$ cat config.mk
export PLATFORM = sky130hd
export DESIGN_NAME = program_counter_stack
export DESIGN_NICKNAME = d
export VERILOG_FILES = /design/src/rtl/pc_pkg.sv /design/src/rtl/ret_stack.sv /design/src/rtl/program_counter_stack.sv
export SDC_FILE = /design/constraint.sdc
export NUM_CORES = 1
export LEC_CHECK = 0
export CELL_PAD_IN_SITES_DETAIL_PLACEMENT = 2
export CELL_PAD_IN_SITES_GLOBAL_PLACEMENT = 2
export CORE_MARGIN = 8
export CORE_UTILIZATION = 30
export DETAILED_ROUTE_END_ITERATION = 8
export PLACE_DENSITY_LB_ADDON = 0.1
export SLEW_MARGIN = 20
export SYNTH_ARGS = -nofsm -noshare
export SYNTH_HDL_FRONTEND = slang
export SYNTH_SLANG_ARGS = --single-unit
$ cat constraint.sdc
create_clock -name clk -period 2.2 [get_ports clk]
set_clock_uncertainty 0.1 [all_clocks]
set_input_delay 0.66 -clock clk [delete_from_list [all_inputs] [get_ports clk]]
set_output_delay 0.66 -clock clk [all_outputs]
set_load 0.01 [all_outputs]
$ cat src/rtl/pc_pkg.sv
// Shared types for the program counter: the per-cycle operation code and the
// strobe priority decoder.
package pc_pkg;

    typedef enum logic [2:0] {
        OP_HOLD,
        OP_INC,
        OP_LOAD,
        OP_CALL,
        OP_RET,
        OP_CLR
    } pc_op_t;

    // Exactly one action per cycle: clr > ret > call > lp > cp.
    function automatic pc_op_t pc_decode(
        input logic clr,
        input logic ret,
        input logic call,
        input logic lp,
        input logic cp
    );
        if (clr)       return OP_CLR;
        else if (ret)  return OP_RET;
        else if (call) return OP_CALL;
        else if (lp)   return OP_LOAD;
        else if (cp)   return OP_INC;
        else           return OP_HOLD;
    endfunction

endpackage

$ cat src/rtl/ret_stack.sv
// Return-address LIFO. The caller guarantees push only when not full and pop
// only when not empty; dout always shows the top entry.
module ret_stack #(
    parameter int WIDTH       = 4,
    parameter int STACK_DEPTH = 4
) (
    input  logic             clk,
    input  logic             rst,
    input  logic             push,
    input  logic             pop,
    input  logic [WIDTH-1:0] din,
    output logic [WIDTH-1:0] dout,
    output logic             full,
    output logic             empty
);

    localparam int PTR_W  = $clog2(STACK_DEPTH + 1);
    localparam int ADDR_W = (STACK_DEPTH > 1) ? $clog2(STACK_DEPTH) : 1;

    logic [WIDTH-1:0]  mem [STACK_DEPTH];
    logic [PTR_W-1:0]  sp;
    logic [ADDR_W-1:0] wr_idx;
    logic [ADDR_W-1:0] rd_idx;

    assign wr_idx = ADDR_W'(sp);
    assign rd_idx = ADDR_W'(sp - PTR_W'(1));
    assign dout   = mem[rd_idx];
    assign full   = (sp == PTR_W'(STACK_DEPTH));
    assign empty  = (sp == '0);

    // NOTE: sequential state uses non-blocking assignments so every register
    // samples pre-edge values regardless of statement order.
    always_ff @(posedge clk) begin
        if (rst) begin
            sp <= '0;
        end else if (push) begin
            sp <= sp + PTR_W'(1);
        end else if (pop) begin
            sp <= sp - PTR_W'(1);
        end
    end

    // NOTE: entries are deliberately not reset; an empty stack never exposes
    // them, and leaving them reset-free lets the array map onto plain storage.
    always_ff @(posedge clk) begin
        if (!rst && push) begin
            mem[wr_idx] <= din;
        end
    end

endmodule

$ cat src/rtl/program_counter_stack.sv
// Program counter with single-cycle load, call/ret through a return-address
// stack, wrap pulse, sticky stack error and a registered bus output enable.
module program_counter_stack
    import pc_pkg::*;
#(
    parameter int               WIDTH       = 4,
    parameter int               STACK_DEPTH = 4,
    parameter logic [WIDTH-1:0] RESET_ADDR  = '0
) (
    input  logic             clk,
    input  logic             rst,
    input  logic             clr,
    input  logic             ret,
    input  logic             call,
    input  logic             lp,
    input  logic             cp,
    input  logic             ep,
    input  logic [WIDTH-1:0] bits_in,
    output logic [WIDTH-1:0] bits_out,
    output logic             bits_oe,
    output logic [WIDTH-1:0] pc,
    output logic             wrap,
    output logic             stk_full,
    output logic             stk_empty,
    output logic             stk_err
);

    pc_op_t           op;
    logic             clear;
    logic             push;
    logic             pop;
    logic [WIDTH-1:0] pc_inc;
    logic [WIDTH-1:0] stk_top;
    logic [WIDTH-1:0] pc_next;
    logic             wrap_next;
    logic             err_next;

    assign op     = pc_decode(clr, ret, call, lp, cp);
    assign clear  = rst || (op == OP_CLR);
    assign pc_inc = pc + WIDTH'(1);
    assign push   = !rst && (op == OP_CALL) && !stk_full;
    assign pop    = !rst && (op == OP_RET) && !stk_empty;

    ret_stack #(
        .WIDTH       (WIDTH),
        .STACK_DEPTH (STACK_DEPTH)
    ) u_ret_stack (
        .clk   (clk),
        .rst   (clear),
        .push  (push),
        .pop   (pop),
        .din   (pc_inc),
        .dout  (stk_top),
        .full  (stk_full),
        .empty (stk_empty)
    );

    // NOTE: every output of this block gets a default first, so no path can
    // leave a value unassigned and infer a latch.
    always_comb begin
        pc_next   = pc;
        wrap_next = 1'b0;
        err_next  = stk_err;
        unique case (op)
            OP_INC: begin
                pc_next   = pc_inc;
                wrap_next = (pc == '1);
            end
            OP_LOAD: pc_next = bits_in;
            OP_CALL: begin
                if (stk_full) err_next = 1'b1;
                else          pc_next  = bits_in;
            end
            OP_RET: begin
                if (stk_empty) err_next = 1'b1;
                else           pc_next  = stk_top;
            end
            default: ;
        endcase
    end

    always_ff @(posedge clk) begin
        if (clear) begin
            pc      <= RESET_ADDR;
            wrap    <= 1'b0;
            stk_err <= 1'b0;
            bits_oe <= 1'b0;
        end else begin
            pc      <= pc_next;
            wrap    <= wrap_next;
            stk_err <= err_next;
            bits_oe <= ep;
        end
    end

    // Plain mux rather than Z: the shared-bus tri-state lives at the top level.
    assign bits_out = bits_oe ? pc : '0;

endmodule
==> impl_metrics.env <==
export IMPL_status="completed"
export IMPL_port_buffers=24
export IMPL_vias=1051
export IMPL_maxCapViolCount=0
export IMPL_dieWidth_um=82.8
export IMPL_path_class="register to output pin"
export IMPL_root_buffer="clkbuf_8"
export IMPL_final_cell_mix="buf_4, clkdlybuf4s50_1, edfxtp_1"
export IMPL_post_route_util_pct=43.7
export IMPL_crit_start="u_ret_stack.sp[1]$_SDFFE_PP0P_"
export IMPL_initial_core_util_pct=31.0
export IMPL_drt_met1_wl_um=1730
export IMPL_ys_seq_elements=26
export IMPL_routedWlPerCell_um=19.1
export IMPL_synth_cells=111
export IMPL_startpoint_type="register"
export IMPL_io_pins=25
export IMPL_rsz0062_at_grt="no"
export IMPL_grt_use_total_pct=11.7
export IMPL_r2r_end="pc[0]$_SDFFE_PP0P_"
export IMPL_powerDensity_nw_per_um2=560
export IMPL_post_place_ws_ns=-0.220
export IMPL_r2r_slack_ns=0.24
export IMPL_setup_viol=0
export IMPL_dieArea_um2=6860
export IMPL_dpl_hpwl_um=3240
export IMPL_critPathMaxFanout=4
export IMPL_max_freq_ghz=0.467
export IMPL_drt_iter0_drc=30
export IMPL_vias_per_cell=4.96
export IMPL_clk_latency_ns=0.27
export IMPL_slew_violations=0
export IMPL_grt_max_degree=16
export IMPL_required_ns=1.44
export IMPL_insertedDiodeCount=0
export IMPL_fin_ws_ns=0.0599
export IMPL_hold_viol_final=0
export IMPL_die_height_um=82.8
export IMPL_wl_met3_um=75
export IMPL_cts_made_buffers=3
export IMPL_top_layer="met4"
export IMPL_drc=0
export IMPL_ys_warn_count=0
export IMPL_fin_nets=179
export IMPL_fp_row_count=24
export IMPL_synth_edff_count=16
export IMPL_overflow=0
export IMPL_avgSynthCellArea_um2=12.1
export IMPL_rr_worst_depth=8
export IMPL_period_share_pct=97.3
export IMPL_globalplace_congestion=0.745
export IMPL_arrival_ns=1.38
export IMPL_syn_nets=129
export IMPL_layout_min_cycle_time_ns=2.14
export IMPL_grt_pass1_wl_um=6510
export IMPL_ant_nets=0
export IMPL_async_flop_share_pct=0
export IMPL_htree_levels=1
export IMPL_yosysSeqAreaShare_pct=50.8
export IMPL_cts_hold_buf=0
export IMPL_drive_gt1_share_pct=25.6
export IMPL_end_kind="output pin"
export IMPL_syn_area_um2=1340
export IMPL_antenna_found_initial=0
export IMPL_cp_endpoint="stk_full"
export IMPL_coreArea_um2=4320
export IMPL_ir_drop_mv=0.359
export IMPL_dr_wl_met2_um=2210
export IMPL_final_common_cell="buf_4"
export IMPL_cts_tree="built"
export IMPL_drt_wl_total_um=4040
export IMPL_max_slew_margin_pct=61.6
export IMPL_fillCellCount=456
export IMPL_leakage_uw=0.000698
export IMPL_synth_cell_types=38
export IMPL_clk_path_buf_depth=2
export IMPL_grt_pass1_vias=1270
export IMPL_drt_pass1_iterations=4
export IMPL_worst_slew_pin_slew_ns=0.572
export IMPL_area_growth_synth_to_final_pct=41.0
export IMPL_path_clk_slew_ns=0.10
export IMPL_numClockSinks=26
export IMPL_hold_path_class="register to register"
export IMPL_ys_flop_type="edfxtp_1"
export IMPL_r2r_start="u_ret_stack.sp[1]$_SDFFE_PP0P_"
==> cell usage after synthesis, types with 2 or more instances <==
master     n  area share [%]
o21a_1     3             1.7
o21ai_0    4             1.5
edfxtp_1  16              36
ha_1       6             5.6
nand2_1    4             1.1
inv_1      6             1.7
or3_1      2            0.93
a31oi_1    2            0.93
a21oi_1    3             1.1
and2_1     9             4.2
and3_1     2            0.93
nand3_1    4             1.5
nor2_1     6             1.7
mux4_2     3             5.0
nand2b_1   2            0.93
mux2i_1    3             2.2
or4_1      2             1.1
nor3_1     4             1.5
o211ai_1   2             1.1
dfxtp_1   10              15
==> worst max-delay path: stages, from the launching register on <==
cell and delay (ns):
dfxtp_1 0.38, inv_1 0.10, ha_4 0.19, and2_1 0.16, dlygate4sd2_1 0.28
==> how the worst min path moves through the flow <==
stage / startpoint / cells past startpoint / slack [ns] / end
detailed placement: stk_err$_SDFFE_PP0P_ / 1 / 0.40 / stk_err$_SDFFE_PP0P_
CTS: stk_err$_SDFFE_PP0P_ / 1 / 0.43 / stk_err$_SDFFE_PP0P_
global route: stk_err$_SDFFE_PP0P_ / 1 / 0.45 / stk_err$_SDFFE_PP0P_
global placement: stk_err$_SDFFE_PP0P_ / 1 / 0.37 / stk_err$_SDFFE_PP0P_
floorplan: pc[3]$_SDFFE_PP0P_ / 2 / 0.40 / wrap$_SDFF_PP0_
finish: pc[1]$_SDFFE_PP0P_ / 2 / 0.42 / pc[1]$_SDFFE_PP0P_
==> layout make-up <==
type | count | area [um^2] | area share [%]
tap | 52 | 65.1 | 3.45
clock inverter | 1 | 30.0 | 1.59
multi-input combinational | 76 | 628 | 33.3
timing repair buffer | 48 | 418 | 22.1
inverter | 6 | 22.5 | 1.19
sequential | 26 | 683 | 36.2
clock buffer | 3 | 41.3 | 2.19
==> where the power goes <==
group	internal [uW]	total [uW]	switching (uW)
clock network	243	401	157
registers	521	526	5.01
logic	70.8	131	60.1
==> stage by stage <==
step                      total power (uW)  TNS, ns  hold WS (ns)  instances  area (um^2)
after CTS                             1070        0         0.427        211         1880
after global routing                  1100        0         0.455        212         1890
final                                 1060        0         0.418        212         1890
after floorplan                        590        0         0.404        111         1340
after detailed placement               667    -3.45         0.396        207         1800
after global placement                 663    -2.08         0.369        207         1800
==> state kept, by name, summed over array words and instances (netlist names) <==
name / flops
u_ret_stack.mem: 16
pc: 4
u_ret_stack.sp: 3
bits_oe: 1
stk_err: 1
wrap: 1
==> cell families after synthesis <==
| kind of cell | count (synthesis) | share of synthesized area [%] |
|---|---|---|
| AO/OA/AOI/OAI | 19 | 11.0 |
| XOR/XNOR | 2 | 1.31 |
| buffers and inverters | 9 | 3.18 |
| multiplexers | 6 | 7.29 |
| adder cells (fa/ha/maj) | 6 | 5.61 |
| flip-flops | 26 | 50.8 |
| AND/OR/NAND/NOR | 43 | 20.7 |
==> routing by layer <==
metal  vias to the layer above  track usage [%]
li1                        508                -
met1                       528             12.7
met2                        13             22.6
met3                         2             2.15
met4                         0             2.40
met5                         -                0
==> timing repair <==
item | in CTS | in global routing
endpoints found under the setup margin | 2 | 3
buffers inserted | 0 | 1
gates resized for setup | 4 | 2
endpoints found under the hold margin | 0 | 0
Power figures use the tool's default switching activity.
